<file path="src/rtl/matrix_frame_sequencer_pkg.sv">
// Shared types and constants for the LED matrix frame sequencer.
package matrix_pkg;

  typedef enum logic [2:0] {
    StIdle,
    StStart,
    StFetch,
    StShift,
    StEnd,
    StHold
  } state_e;

  localparam int unsigned START_BITS  = 32;
  localparam int unsigned WORD_BITS   = 32;
  localparam int unsigned BIT_CYCLES  = 2;
  // clk cycles needed to stream one 32-bit word onto the strip
  localparam int unsigned WORD_CYCLES = WORD_BITS * BIT_CYCLES;

  // Zig-zag wiring: even rows run right-to-left, odd rows left-to-right.
  function automatic int unsigned serp_idx(input int unsigned p, input int unsigned row_len);
    int unsigned r;
    int unsigned c;
    r = p / row_len;
    c = p % row_len;
    return (r[0] == 1'b0) ? (r * row_len + row_len - 1 - c) : p;
  endfunction

endpackage

</file>
<file path="src/rtl/matrix_frame_sequencer_if.sv">
// Pixel-source handshake: sequencer requests a word, upstream source acks with it.
interface matrix_frame_sequencer_if #(
  parameter int unsigned IdxW   = 6,
  parameter int unsigned GlyphW = 2
) ();

  logic              pix_req;
  logic [IdxW-1:0]   pix_idx;
  logic [GlyphW-1:0] glyph_idx;
  logic              pix_ack;
  logic [31:0]       pix_word;

  modport master (output pix_req, pix_idx, glyph_idx, input pix_ack, pix_word);
  modport slave  (input pix_req, pix_idx, glyph_idx, output pix_ack, pix_word);

endinterface

</file>
<file path="src/rtl/matrix_frame_sequencer_bit_shifter.sv">
// Serialises a loaded word MSB first onto strip_clk/strip_data, 2 clk cycles per bit.
module matrix_bit_shifter
  import matrix_pkg::*;
#(
  parameter int unsigned CntW = 6
) (
  input  logic                 clk,
  input  logic                 rst,
  input  logic                 load_i,
  input  logic [WORD_BITS-1:0] word_i,
  input  logic [CntW-1:0]      last_bit_i,  // bit count minus one
  output logic                 strip_clk_o,
  output logic                 strip_data_o,
  output logic                 last_o
);

  logic                 active_q, active_d;
  logic                 phase_q, phase_d;
  logic [CntW-1:0]      cnt_q, cnt_d;
  logic [WORD_BITS-1:0] sreg_q, sreg_d;

  // Bit timing: phase 0 presents the bit with clk low, phase 1 raises clk.
  always_comb begin
    active_d = active_q;
    phase_d  = phase_q;
    cnt_d    = cnt_q;
    sreg_d   = sreg_q;
    if (load_i) begin
      active_d = 1'b1;
      phase_d  = 1'b0;
      cnt_d    = last_bit_i;
      sreg_d   = word_i;
    end else if (active_q) begin
      if (!phase_q) begin
        phase_d = 1'b1;
      end else begin
        phase_d = 1'b0;
        if (cnt_q == '0) begin
          active_d = 1'b0;
        end else begin
          cnt_d  = cnt_q - 1'b1;
          sreg_d = {sreg_q[WORD_BITS-2:0], 1'b0};
        end
      end
    end
  end

  // Shifter state registers.
  always_ff @(posedge clk or posedge rst) begin
    if (rst) begin
      active_q <= 1'b0;
      phase_q  <= 1'b0;
      cnt_q    <= '0;
      sreg_q   <= '0;
    end else begin
      active_q <= active_d;
      phase_q  <= phase_d;
      cnt_q    <= cnt_d;
      sreg_q   <= sreg_d;
    end
  end

  assign strip_clk_o  = active_q & phase_q;
  assign strip_data_o = active_q & sreg_q[WORD_BITS-1];
  assign last_o       = active_q & phase_q & (cnt_q == '0);

endmodule

</file>
<file path="src/rtl/matrix_frame_sequencer.sv">
// Frame sequencer for an APA102-style LED matrix: start frame, pixel words, end frame.
// Optional macro SERPENTINE_EN maps send order onto zig-zag row wiring for pix_idx.
module matrix_frame_sequencer
  import matrix_pkg::*;
#(
  parameter int unsigned NUM_PIXELS  = 64,
  parameter int unsigned ROW_LEN     = 8,
  parameter int unsigned NUM_GLYPHS  = 4,
  parameter int unsigned END_BITS    = 64,
  parameter int unsigned HOLD_CYCLES = 0
) (
  input  logic                      clk,
  input  logic                      rst,
  input  logic                      run,
  matrix_frame_sequencer_if.master  pix_if,
  output logic                      strip_clk,
  output logic                      strip_data,
  output logic                      busy,
  output logic                      frame_done
);

  localparam int unsigned PixW    = $clog2(NUM_PIXELS);
  localparam int unsigned GlyphW  = $clog2(NUM_GLYPHS);
  localparam int unsigned HoldW   = (HOLD_CYCLES > 1) ? $clog2(HOLD_CYCLES) : 1;
  localparam int unsigned MaxBits = (END_BITS > WORD_BITS) ? END_BITS : WORD_BITS;
  localparam int unsigned CntW    = $clog2(MaxBits);

`ifdef SERPENTINE_EN
  localparam bit SerpEn = 1'b1;
`else
  localparam bit SerpEn = 1'b0;
`endif

  state_e              state_q, state_d;
  logic [PixW-1:0]     pix_cnt_q, pix_cnt_d;
  logic [GlyphW-1:0]   glyph_q, glyph_d;
  logic [HoldW-1:0]    hold_cnt_q, hold_cnt_d;
  logic                frame_done_q, frame_done_d;
  logic                frame_end;
  logic                sh_load, sh_last;
  logic [WORD_BITS-1:0] sh_word;
  logic [CntW-1:0]     sh_last_bit;
  logic [PixW-1:0]     map_idx;

  matrix_bit_shifter #(
    .CntW (CntW)
  ) u_shifter (
    .clk          (clk),
    .rst          (rst),
    .load_i       (sh_load),
    .word_i       (sh_word),
    .last_bit_i   (sh_last_bit),
    .strip_clk_o  (strip_clk),
    .strip_data_o (strip_data),
    .last_o       (sh_last)
  );

  assign map_idx = SerpEn ? PixW'(serp_idx(32'(pix_cnt_q), ROW_LEN)) : pix_cnt_q;

  // Next-state logic; each shifter load is issued in the cycle before its segment starts.
  always_comb begin
    state_d      = state_q;
    pix_cnt_d    = pix_cnt_q;
    glyph_d      = glyph_q;
    hold_cnt_d   = hold_cnt_q;
    frame_done_d = 1'b0;
    frame_end    = 1'b0;
    sh_load      = 1'b0;
    sh_word      = '0;
    sh_last_bit  = CntW'(START_BITS - 1);
    unique case (state_q)
      StIdle: begin
        if (run) begin
          state_d = StStart;
          sh_load = 1'b1;
        end
      end
      StStart: begin
        if (sh_last) state_d = StFetch;
      end
      StFetch: begin
        if (pix_if.pix_ack) begin
          state_d     = StShift;
          sh_load     = 1'b1;
          sh_word     = pix_if.pix_word;
          sh_last_bit = CntW'(WORD_BITS - 1);
        end
      end
      StShift: begin
        if (sh_last) begin
          if (pix_cnt_q == PixW'(NUM_PIXELS - 1)) begin
            pix_cnt_d   = '0;
            state_d     = StEnd;
            sh_load     = 1'b1;
            sh_last_bit = CntW'(END_BITS - 1);
          end else begin
            pix_cnt_d = pix_cnt_q + 1'b1;
            state_d   = StFetch;
          end
        end
      end
      StEnd: begin
        if (sh_last) begin
          frame_done_d = 1'b1;
          if (HOLD_CYCLES == 0) begin
            frame_end = 1'b1;
          end else begin
            state_d    = StHold;
            hold_cnt_d = '0;
          end
        end
      end
      StHold: begin
        if (hold_cnt_q == HoldW'(HOLD_CYCLES - 1)) frame_end = 1'b1;
        else hold_cnt_d = hold_cnt_q + 1'b1;
      end
      default: state_d = StIdle;
    endcase
    // Between frames: keep cycling glyphs while run is held, otherwise park.
    if (frame_end) begin
      if (run) begin
        state_d     = StStart;
        sh_load     = 1'b1;
        sh_last_bit = CntW'(START_BITS - 1);
        glyph_d     = (glyph_q == GlyphW'(NUM_GLYPHS - 1)) ? '0 : glyph_q + 1'b1;
      end else begin
        state_d = StIdle;
        glyph_d = '0;
      end
    end
  end

  // FSM and counter registers.
  always_ff @(posedge clk or posedge rst) begin
    if (rst) begin
      state_q      <= StIdle;
      pix_cnt_q    <= '0;
      glyph_q      <= '0;
      hold_cnt_q   <= '0;
      frame_done_q <= 1'b0;
    end else begin
      state_q      <= state_d;
      pix_cnt_q    <= pix_cnt_d;
      glyph_q      <= glyph_d;
      hold_cnt_q   <= hold_cnt_d;
      frame_done_q <= frame_done_d;
    end
  end

  assign pix_if.pix_req   = (state_q == StFetch);
  assign pix_if.pix_idx   = (state_q == StFetch) ? map_idx : '0;
  assign pix_if.glyph_idx = glyph_q;
  assign busy             = (state_q != StIdle);
  assign frame_done       = frame_done_q;

endmodule

</file>
<file path="src/flat_wrapper.sv">
// flat-port wrapper written by rule: the top's interface ports become plain ports
module matrix_frame_sequencer_flat import matrix_pkg::*;
#(
  parameter int unsigned NUM_PIXELS  = 64,
  parameter int unsigned ROW_LEN     = 8,
  parameter int unsigned NUM_GLYPHS  = 4,
  parameter int unsigned END_BITS    = 64,
  parameter int unsigned HOLD_CYCLES = 0
)
  (clk, rst, run, strip_clk, strip_data, busy, frame_done, pix_if_pix_req, pix_if_pix_idx, pix_if_glyph_idx, pix_if_pix_ack, pix_if_pix_word);
  matrix_frame_sequencer_if #(.IdxW(6), .GlyphW(2)) pix_if_i ();
  input  logic clk;
  input  logic rst;
  input  logic run;
  output logic strip_clk;
  output logic strip_data;
  output logic busy;
  output logic frame_done;
  output wire logic [$bits(pix_if_i.pix_req)-1:0] pix_if_pix_req;
  output wire logic [$bits(pix_if_i.pix_idx)-1:0] pix_if_pix_idx;
  output wire logic [$bits(pix_if_i.glyph_idx)-1:0] pix_if_glyph_idx;
  input wire logic [$bits(pix_if_i.pix_ack)-1:0] pix_if_pix_ack;
  input wire logic [$bits(pix_if_i.pix_word)-1:0] pix_if_pix_word;
  assign pix_if_pix_req = pix_if_i.pix_req;
  assign pix_if_pix_idx = pix_if_i.pix_idx;
  assign pix_if_glyph_idx = pix_if_i.glyph_idx;
  assign pix_if_i.pix_ack = pix_if_pix_ack;
  assign pix_if_i.pix_word = pix_if_pix_word;
  matrix_frame_sequencer #(.NUM_PIXELS(NUM_PIXELS), .ROW_LEN(ROW_LEN), .NUM_GLYPHS(NUM_GLYPHS), .END_BITS(END_BITS), .HOLD_CYCLES(HOLD_CYCLES)) u_core (.clk(clk), .rst(rst), .run(run), .pix_if(pix_if_i), .strip_clk(strip_clk), .strip_data(strip_data), .busy(busy), .frame_done(frame_done));
endmodule
</file>
<file path="config.mk">
export PLATFORM = sky130hd
export DESIGN_NAME = matrix_frame_sequencer_flat
export DESIGN_NICKNAME = d
export VERILOG_FILES = /design/src/rtl/matrix_frame_sequencer_pkg.sv /design/src/rtl/matrix_frame_sequencer_if.sv /design/src/rtl/matrix_frame_sequencer_bit_shifter.sv /design/src/rtl/matrix_frame_sequencer.sv /design/src/flat_wrapper.sv
export SDC_FILE = /design/constraint.sdc
export NUM_CORES = 1
export LEC_CHECK = 0
export CORE_MARGIN = 3
export CORE_UTILIZATION = 44
export DETAILED_ROUTE_END_ITERATION = 8
export HOLD_SLACK_MARGIN = 0.1
export PLACE_DENSITY = 0.69
export RECOVER_POWER = 25
export SLEW_MARGIN = 20
export SYNTH_ARGS = -nofsm -noshare
export SYNTH_HDL_FRONTEND = slang
export SYNTH_SLANG_ARGS = --single-unit
</file>
<file path="constraint.sdc">
create_clock -name clk -period 2.62 [get_ports clk]
set_clock_uncertainty 0.05 [all_clocks]
set_input_delay 0.524 -clock clk [delete_from_list [all_inputs] [get_ports clk]]
set_output_delay 0.524 -clock clk [all_outputs]
set_load 0.01 [all_outputs]
</file>
==> impl_summary.log, run 1 <==
INFO  metric gp_routability_congestion = a little under 0.8
INFO  metric ios = between 40 and 50
INFO  metric ctsLongestPathBuffers = 2
INFO  metric ys_warn_count = 0
INFO  metric total_power = 2.14 mW
INFO  metric hold_viol_final = 0
INFO  metric die_width = roughly 85 um
INFO  metric setup-tns-final = 0 ps
INFO  metric synthDominantAreaCellType = sky130_fd_sc_hd__dfrtp_1
INFO  metric max_freq = between 400 and 500 MHz
INFO  metric synth_top_cells_by_area = sky130_fd_sc_hd__dfrtp_1 49%, sky130_fd_sc_hd__mux2i_1 13%, sky130_fd_sc_hd__nand2_1 6.3%
INFO  metric gr-usage-met2 = 25.9%
INFO  metric synth-edff-count = 0
INFO  metric timing.critical_path.required = slightly above 2000 ps
INFO  metric remaining_drc_errors = 0
INFO  metric synth_top_flop_cell = sky130_fd_sc_hd__dfrtp_1
INFO  metric finalWirelength = 5070 um
INFO  metric vias = 2035
INFO  metric initialDrtViolationCount = 114
INFO  metric grt_overflow_total = 0
INFO  metric global_route.peak_usage_layer = met2
INFO  metric slew-limit-headroom = approximately 45%
INFO  metric ctsRootBufferMaster = sky130_fd_sc_hd__clkbuf_8
INFO  metric worst_slew_pin_slew = about 830 ps
INFO  metric vias_in_the_first_global_route = about 2000
INFO  metric stdcell_count = 392
INFO  metric clk_sink_count = 53
INFO  metric post_synth_num_cell_types = 53
INFO  metric maxCapViolCount = 0
INFO  metric place_inst = about 380
INFO  metric outcome = completed
INFO  metric dp_hpwl = 3700 um
INFO  metric htreeDepth = 2
INFO  metric worst_setup_path_start_kind = register
INFO  metric finalWorstPathRequiredPeriod = 2450 ps
INFO  metric power_density = between 600 and 700 mW/mm2
INFO  metric asyncSetResetFlopFracSynth = 100%
INFO  metric wire_length_of_the_first_global_routing_pass = between 8000 and 9000 um
INFO  metric synth-seq-cells = between 50 and 60
INFO  metric synthMostInstantiatedCell = sky130_fd_sc_hd__dfrtp_1
INFO  metric die_h = roughly 85 um
INFO  metric antennaDiodeCount = 0
INFO  metric mappedNetlistNets = 308
INFO  metric groute.layer.met3.usage = between 3 and 4%
INFO  metric cell_area_after_technology_mapping = 0.00272 mm2
INFO  metric avgViaCountPerCell = 5.19
INFO  metric ys_seq_area_share = around half
INFO  metric critical_path_arrival = 1880 ps
INFO  metric yosys-top-cells-count = 53 x sky130_fd_sc_hd__dfrtp_1, 46 x sky130_fd_sc_hd__nand2_1, 34 x sky130_fd_sc_hd__mux2i_1
INFO  metric rsz0062_at_grt = false
INFO  metric cts_made_buffers = 5
INFO  metric worst_setup_hold_path_clk_slew = roughly 90 ps
INFO  metric grt_start_max_net_pins = 34
INFO  metric initial_utilization = roughly 46%
INFO  metric global_route.usage.met1 = approximately 20%
INFO  metric cp_max_fo = 11
INFO  metric antenna_found_initial = 0
INFO  metric num_rows = 28
INFO  metric numPortBuffers = 48
INFO  metric syn_area_per_cell = 10.1 um2
INFO  metric fillers = 555
INFO  metric detailedRoute.firstPassIterationCount = 4
INFO  metric fin_nets = between 300 and 400
INFO  metric post_route_cells_drive_above_1_share = under 10%
INFO  metric critPathCaptureType = output pin
INFO  metric synthDominantCellAreaShare = 48.8%
INFO  metric final.period_utilization = between 90% and 100%
INFO  metric netlist_instances = 268
INFO  metric cellLeakagePower = roughly 1.5 nW
INFO  metric design.core.area = 0.00596 mm2
INFO  metric grt_util_all_layers = around 15%
INFO  metric peakVddDrop = about 0.00034 V
INFO  metric timing.setup.critical_path_class = register to output pin
INFO  metric dieArea = between 0.007 and 0.008 mm2
INFO  metric flow.area_growth_from_synthesis = 23.0%
INFO  metric wl_per_cell = 12.9 um
INFO  metric tritoncts = built
INFO  metric worstSkewPairLatency = a little over 300 ps
INFO  metric drv_slew = 0
INFO  metric timing.final.setup_violations = 0
INFO  metric ant_nets = 0
INFO  metric hold_path.class = register to register
routing by layer:
layer | part of all wire [%] | vias to the layer above
met1 | 46 | 962
li1 | - | 1029
met2 | 49 | 39
met5 | 0 | -
met3 | 3.9 | 5
met4 | 1.1 | 0
critical path, cell delays in order (launching register included):
cell	delay (ps)
sky130_fd_sc_hd__dfrtp_1	520
sky130_fd_sc_hd__nor3b_4	360
sky130_fd_sc_hd__and2_1	170
sky130_fd_sc_hd__clkdlybuf4s50_1	520
cells by family (layout without fill, tap and decap cells):
| logic type | count (synthesis) | in the layout | share of synthesized area [%] |
|---|---|---|---|
| xor+xnor | 5 | 5 | 1.61 |
| buf+inv | 22 | 71 | 4.97 |
| compound gates | 56 | 56 | 12.4 |
| fa+ha+maj | 4 | 4 | 1.84 |
| flops | 53 | 53 | 48.8 |
| mux | 36 | 36 | 13.3 |
| simple gates | 92 | 92 | 17.1 |
through the flow:
stage / util [%] / instance area [um2] / hold slack, ps / setup slack, ps
floorplan: - / 2720 / 405 / 760
global placement: 54.9 / 3270 / 420 / 266
detailed placement: 54.9 / 3270 / 428 / 235
CTS: 56.3 / 3360 / 441 / 57.6
global route: 56.2 / 3350 / 454 / 45.4
finish: 56.2 / 3350 / 433 / 168
worst paths after layout:
| check | startpoint | to | slack (ps) | depth (start not counted) |
|---|---|---|---|---|
| min reg2reg | u_core.map_idx[4] | u_core.map_idx[4] | 430 | 1 |
| max reg2reg | u_core.u_shifter.cnt_q[0] | u_core.u_shifter.sreg_q[11] | 400 | 7 |
| max | u_core.state_q[0] | pix_if_pix_idx[0] | 170 | 3 |
| min in group asynchronous | rst | u_core.u_shifter.sreg_q[18] | 740 | 2 |
| max in group asynchronous | rst | u_core.state_q[0] | 500 | 3 |
| min | u_core.map_idx[4] | u_core.map_idx[4] | 430 | 1 |
cell usage in the layout, fill, tap and decap left out, types with 2 or more instances in the layout:
master                            instances
sky130_fd_sc_hd__nor2_1                   8
sky130_fd_sc_hd__buf_4                    8
sky130_fd_sc_hd__and2_1                   9
sky130_fd_sc_hd__a21oi_1                  3
sky130_fd_sc_hd__xnor2_1                  3
sky130_fd_sc_hd__inv_1                    6
sky130_fd_sc_hd__or2_1                    2
sky130_fd_sc_hd__a21o_1                   3
sky130_fd_sc_hd__nand3_1                  4
sky130_fd_sc_hd__xor2_1                   2
sky130_fd_sc_hd__and3b_1                  2
sky130_fd_sc_hd__o31ai_1                  2
sky130_fd_sc_hd__clkdlybuf4s50_1         47
sky130_fd_sc_hd__dfrtp_1                 53
sky130_fd_sc_hd__clkbuf_8                 5
sky130_fd_sc_hd__and3_1                   3
sky130_fd_sc_hd__nor3b_1                  2
sky130_fd_sc_hd__mux2i_1                 34
sky130_fd_sc_hd__ha_1                     4
sky130_fd_sc_hd__o21ai_1                 28
sky130_fd_sc_hd__o21ai_0                  7
sky130_fd_sc_hd__clkinv_2                 2
sky130_fd_sc_hd__nand2_1                 46
sky130_fd_sc_hd__nand2b_1                 4
state kept, by name, summed over array words and instances (netlist names):
register,count
u_core.frame_done,1
u_core.map_idx,6
u_core.hold_cnt_q,1
u_core.u_shifter.active_q,1
u_core.pix_if.glyph_idx,2
u_core.u_shifter.phase_q,1
u_core.u_shifter.cnt_q,6
u_core.u_shifter.sreg_q,32
u_core.state_q,3
report_power, final:
part / switching (mW) / internal [mW]
Sequential: 0.0888 / 0.904
Combinational: 0.360 / 0.337
Clock: 0.265 / 0.185
layout make-up:
cell class              instances  area, um2  share of cell area, %
clock buffers                   5       68.8                   2.06
clock inverters                 3       17.5                  0.523
inverters                       6       22.5                  0.673
multi-input cells             193       1270                   38.0
flip-flops and latches         53       1330                   39.6
well taps                      75       93.8                   2.80
repair buffers                 57        546                   16.3
repair_timing:
action                                  4_1_cts  5_1_grt
hold buffers                                  0        0
setup buffers                                 0        0
endpoints found under the setup margin        0        6
gates resized for setup                       0        1
No activity file was read; power rests on OpenSTA's default activity.
==> inputs of run 2 (changes only) <==
--- a/config.mk
+++ b/config.mk
@@ -6,10 +6,10 @@
 export NUM_CORES = 1
 export LEC_CHECK = 0
 export CORE_MARGIN = 3
-export CORE_UTILIZATION = 44
+export CORE_UTILIZATION = 52
 export DETAILED_ROUTE_END_ITERATION = 8
 export HOLD_SLACK_MARGIN = 0.1
-export PLACE_DENSITY = 0.69
+export PLACE_DENSITY = 0.79
 export RECOVER_POWER = 25
 export SLEW_MARGIN = 20
 export SYNTH_ARGS = -nofsm -noshare
==> impl_summary.log, run 2 (synthesis gave the netlist of run 1 again) <==
INFO  metric fillers = approximately 400
INFO  metric critical_path.slowest_cell = sky130_fd_sc_hd__clkdlybuf4s50_1
INFO  metric initial_utilization = a little under three fifths
INFO  metric finalWirelength = between 5000 and 6000 um
INFO  metric wl_per_cell = around 14 um
INFO  metric vias_in_the_first_global_route = between 1500 and 2000
INFO  metric design.core.area = between 0.004 and 0.005 mm2
INFO  metric avgViaCountPerCell = ~5.3
INFO  metric final.period_utilization = roughly 94%
INFO  metric layout_common_cells = 53 x sky130_fd_sc_hd__dfrtp_1, 47 x sky130_fd_sc_hd__clkdlybuf4s50_1, 46 x sky130_fd_sc_hd__nand2_1
INFO  metric vias = about 2000
INFO  metric remaining_drc_errors = 0
INFO  metric grt_start_max_net_pins = 54
INFO  metric timing.critical_path.max_delay_family = simple AND/OR/NAND/NOR gates
INFO  metric gp_routability_congestion = 0.796
INFO  metric max_freq = ~410 MHz
INFO  metric rsz0062_at_grt = false
INFO  metric grt_overflow_total = 0
INFO  metric wire_length_of_the_first_global_routing_pass = approximately 8600 um
INFO  metric hold_path.class = register to register
INFO  metric antenna_found_initial = 0
INFO  metric power_density = approximately 640 mW/mm2
INFO  metric tritoncts = built
INFO  metric crit_path_max_incr_delay = 530 ps
INFO  metric critPathCaptureType = output pin
INFO  metric register_with_the_most_flip_flops = u_core.u_shifter.sreg_q
INFO  metric htreeDepth = 2
INFO  metric dp_hpwl = 3780 um
INFO  metric path_buf_inv = 1
INFO  metric die_h = ~80 um
INFO  metric timing.critical_path.required = about 2100 ps
INFO  metric worst_setup_path_start_kind = register
INFO  metric finalWorstPathRequiredPeriod = between 2000 and 2500 ps
INFO  metric grt_util_all_layers = 17.4%
INFO  metric ant_nets = 0
INFO  metric drv_slew = 0
INFO  metric antennaDiodeCount = 0
INFO  metric worst_setup_hold_path_clk_slew = about 90 ps
INFO  metric largest_reg_flops = 32
INFO  metric detailedRoute.firstPassIterationCount = 4
INFO  metric critical_path_arrival = between 1500 and 2000 ps
INFO  metric setup-tns-final = 0 ps
INFO  metric cts_made_buffers = 5
INFO  metric flow.area_growth_from_synthesis = 22.8%
INFO  metric outcome = completed
INFO  metric maxCapViolCount = 0
INFO  metric num_rows = 25
INFO  metric path_cells = nor3b_4, and2_1, clkdlybuf4s50_1
INFO  metric total_power = 2.14 mW
INFO  metric hold_viol_final = 0
INFO  metric place_inst = 376
INFO  metric clk_sink_count = 53
INFO  metric final_common_cell = sky130_fd_sc_hd__dfrtp_1
INFO  metric worst_slew_pin_slew = ~1300 ps
INFO  metric slew-limit-headroom = 16.6%
INFO  metric initialDrtViolationCount = between 90 and 100
INFO  metric die_width = 78.3 um
INFO  metric ios = 49
INFO  metric timing.setup.critical_path_class = register to output pin
INFO  metric stdcell_count = ~380
INFO  metric fin_nets = between 300 and 400
INFO  metric dieArea = around 0.0061 mm2
INFO  metric timing.final.setup_violations = 0
INFO  metric ctsRootBufferMaster = sky130_fd_sc_hd__clkbuf_8
INFO  metric cellLeakagePower = about 1.5 nW
INFO  metric peakVddDrop = approximately 0.00045 V
INFO  metric fin_worst_hold_slack = about 440 ps
INFO  metric ctsLongestPathBuffers = 2
INFO  metric cp_max_fo = 11
INFO  metric post_route_cells_drive_above_1_share = under 10%
INFO  metric numPortBuffers = 48
INFO  metric worstSkewPairLatency = around 290 ps
-- run 2: changes by cell type in the layout (fill, tap and decap cells not counted), sizes merged --
cell    change
clkbuf      +1
clkinv      -1
inv         -1
-- run 2: worst register-to-register path: stages (launching register included) --
cell and delay [ps]:
sky130_fd_sc_hd__dfrtp_1 410, sky130_fd_sc_hd__inv_1 100, sky130_fd_sc_hd__ha_1 220, sky130_fd_sc_hd__and4b_1 300
sky130_fd_sc_hd__nand3_2 110, sky130_fd_sc_hd__o211ai_2 600, sky130_fd_sc_hd__buf_4 300, sky130_fd_sc_hd__o21ai_1 90
-- run 2: layout make-up --
cell class                      instances  area (um2)  area share (%)
Sequential cell                        53        1330            39.7
Multi-Input combinational cell        193        1270            38.1
Timing Repair Buffer                   57         546            16.3
Tap cell                               67        83.8            2.51
Clock buffer                            6        82.6            2.47
Inverter                                6        22.5           0.674
Clock inverter                          1        7.51           0.225
-- run 2: path summary, 6_finish.rpt --
check / endpoint / slack, ps / depth (start not counted) / start
setup / recovery: pix_if_pix_idx[4] / 170 / 3 / u_core.state_q[0]
hold / removal: u_core.map_idx[4] / 440 / 1 / u_core.map_idx[4]
setup reg to reg: u_core.u_shifter.sreg_q[6] / 310 / 7 / u_core.u_shifter.cnt_q[0]
hold reg to reg: u_core.map_idx[4] / 440 / 1 / u_core.map_idx[4]
max in group asynchronous: u_core.frame_done / 750 / 3 / rst
min in group asynchronous: u_core.u_shifter.sreg_q[17] / 1020 / 3 / rst
-- run 2: through the flow --
step,util (%),worst slack [ps],instance area [um2]
global route,68.5,20.4,3340
floorplan,-,760,2720
finish,68.5,170,3340
CTS,68.4,55.0,3340
global placement,66.5,219,3250
detailed placement,66.5,188,3250
-- run 2: layer usage --
metal / GRT usage [%] / wire [um] / up-vias
met3: 3.44 / 240 / 4
li1: - / - / 1021
met5: 0 / 0 / -
met4: 4.20 / 39 / 0
met1: 21.8 / 2240 / 969
met2: 31.0 / 2670 / 39
-- run 2: report_power, final --
part	total (mW)	switching (mW)	internal [mW]
sequential	0.992	0.0880	0.904
combinational	0.695	0.358	0.337
clock	0.452	0.243	0.209
total	2.14	0.689	1.45
-- run 2: timing repair --
item                       in CTS  in global routing
setup endpoints to repair       0                  6
hold buffers                    0                  0
setup buffers                   0                  0
gates resized for setup         0                  1
==> inputs of run 3 (changes only) <==
--- a/config.mk
+++ b/config.mk
@@ -11,7 +11,7 @@
 export HOLD_SLACK_MARGIN = 0.1
 export PLACE_DENSITY = 0.79
 export RECOVER_POWER = 25
-export SLEW_MARGIN = 20
+export SETUP_SLACK_MARGIN = 0.05
 export SYNTH_ARGS = -nofsm -noshare
 export SYNTH_HDL_FRONTEND = slang
 export SYNTH_SLANG_ARGS = --single-unit
==> impl_summary.log, run 3 (synthesis gave the netlist of run 1 again) <==
INFO  metric outcome = completed
INFO  metric timing.final.setup_violations = 0
INFO  metric stdcell_count = between 300 and 400
INFO  metric dieArea = between 0.006 and 0.007 mm2
INFO  metric worst_slew_pin_slew = around 1200 ps
INFO  metric final.period_utilization = between 90% and 100%
INFO  metric cts.repair_timing.setup_buffer_count = 0
INFO  metric post-route-cell-area = between 0.003 and 0.004 mm2
INFO  metric critPathCaptureType = output pin
INFO  metric maxCapViolCount = 0
INFO  metric cp_max_fo = 9
INFO  metric remaining_drc_errors = 0
INFO  metric place_area = 0.00325 mm2
INFO  metric gp_routability_congestion = between 0.7 and 0.8
INFO  metric wl_per_cell = around 14 um
INFO  metric hold_viol_final = 0
INFO  metric ant_nets = 0
INFO  metric vias_in_the_first_global_route = 1946
INFO  metric vias = roughly 2000
INFO  metric design.core.area = 0.00488 mm2
INFO  metric fillers = between 300 and 400
INFO  metric slew-limit-headroom = between 10% and 20%
INFO  metric tritoncts = built
INFO  metric die_h = between 70 and 80 um
INFO  metric initialDrtViolationCount = between 90 and 100
INFO  metric detailedRoute.firstPassIterationCount = 4
INFO  metric worst_setup_path_start_kind = register
INFO  metric initial_utilization = a little under three fifths
INFO  metric total_power = approximately 2.1 mW
INFO  metric flow.area_growth_from_synthesis = 22.9%
INFO  metric finalWirelength = 5190 um
INFO  metric rsz0062_at_grt = false
INFO  metric power_density = roughly 640 mW/mm2
INFO  metric register_with_the_most_flip_flops = u_core.u_shifter.sreg_q
INFO  metric die_width = around 80 um
INFO  metric timing.critical_path.required = approximately 2100 ps
INFO  metric critical_path_arrival = about 1900 ps
INFO  metric antennaDiodeCount = 0
INFO  metric grt_start_max_net_pins = 54
INFO  metric grt_overflow_total = 0
INFO  metric setup_ws = approximately 190 ps
INFO  metric avgViaCountPerCell = approximately 5.3
INFO  metric share_clk_of_total_power = a little over a fifth
INFO  metric layout_common_cells = 52 x sky130_fd_sc_hd__dfrtp_1, 47 x sky130_fd_sc_hd__clkdlybuf4s50_1, 46 x sky130_fd_sc_hd__nand2_1
INFO  metric drv_slew = 0
INFO  metric num_rows = 25
INFO  metric antenna_found_initial = 0
INFO  metric clk_sink_count = 53
INFO  metric seq_power_share = between 40% and 50%
INFO  metric ctsRootBufferMaster = sky130_fd_sc_hd__clkbuf_8
INFO  metric comb_power_share = about a third
INFO  metric worstSkewPairLatency = around 300 ps
INFO  metric grt_util_all_layers = 17.4%
INFO  metric wire_length_of_the_first_global_routing_pass = 8580 um
INFO  metric numPortBuffers = 48
INFO  metric largest_reg_flops = 32
INFO  metric hold_path.class = register to register
INFO  metric dp_hpwl = approximately 3800 um
INFO  metric htreeDepth = 2
INFO  metric final_common_cell = sky130_fd_sc_hd__dfrtp_1
INFO  metric fin_nets = approximately 360
INFO  metric peakVddDrop = approximately 0.00045 V
INFO  metric place_inst = ~380
INFO  metric cellInternalPower = between 1 and 1.5 mW
INFO  metric detailedPlace.worstSlack = around 190 ps
INFO  metric total_switching_power = a little under 0.7 mW
INFO  metric worst_setup_hold_path_clk_slew = ~90 ps
INFO  metric max_freq = about 410 MHz
INFO  metric sw_frac_of_total = approximately a third
INFO  metric ios = a little under 50
INFO  metric cts_made_buffers = 5
INFO  metric timing.setup.critical_path_class = register to output pin
INFO  metric setup-tns-final = 0 ps
INFO  metric post_route_cells_drive_above_1_share = 7.91%
INFO  metric finalWorstPathRequiredPeriod = about 2400 ps
INFO  metric ctsLongestPathBuffers = 2
INFO  metric cellLeakagePower = 1.50 nW
-- run 3: cell counts in the layout (fill, tap and decap cells not counted) --
No cell type changed its count.
-- run 3: cell type report --
type	instances	area [um2]	share of cell area, %
inverters	6	22.5	0.674
multi-input cells	193	1270	38.1
flip-flops and latches	53	1330	39.7
repair buffers	57	546	16.3
well taps	67	83.8	2.51
clock inverters	1	7.51	0.225
clock buffers	6	82.6	2.47
-- run 3: repair_timing --
action                     in CTS  in global routing
resized for setup               0                  2
hold buffers                    0                  0
setup endpoints to repair       0                  6
-- run 3: stage by stage --
step	util, %	hold slack (ps)
3_5_place_dp	66.5	436
6_report	68.5	443
5_1_grt	68.5	478
4_1_cts	68.4	448
2_1_floorplan	-	405
3_3_place_gp	66.5	432
-- run 3: worst paths after layout --
kind	startpoint	endpoint	depth (start not counted)	slack, ps
min	u_core.map_idx[4]	u_core.map_idx[4]	1	440
max	u_core.state_q[2]	pix_if_pix_idx[4]	3	190
max reg2reg	u_core.u_shifter.cnt_q[0]	u_core.u_shifter.sreg_q[6]	7	300
min reg2reg	u_core.map_idx[4]	u_core.map_idx[4]	1	440
max in group asynchronous	rst	u_core.state_q[0]	3	670
min in group asynchronous	rst	u_core.u_shifter.sreg_q[17]	3	1020
-- run 3: metal layers --
metal	part of all wire, %	vias up	GRT usage, %
li1	-	1018	-
met4	0.75	0	4.20
met1	43	978	21.8
met3	4.7	4	3.44
met2	51	41	31.0
met5	0	-	0
-- run 3: power groups by stage --
| stage | registers [mW] | logic (mW) | clock network [mW] |
|---|---|---|---|
| 3_5_place_dp | 1.01 | 0.696 | 0 |
| 5_1_grt | 1.01 | 0.769 | 0.500 |
| 4_1_cts | 0.991 | 0.702 | 0.465 |
| 6_report | 0.993 | 0.695 | 0.456 |
| 3_3_place_gp | 1.00 | 0.685 | 0 |
| 2_1_floorplan | 0.979 | 0.622 | 0 |
-- run 3: worst max-delay path: stages, from the launching register on --
cell	delay, ps
sky130_fd_sc_hd__dfrtp_1	500
sky130_fd_sc_hd__nor3b_4	340
sky130_fd_sc_hd__and2_1	190
sky130_fd_sc_hd__clkdlybuf4s50_1	530
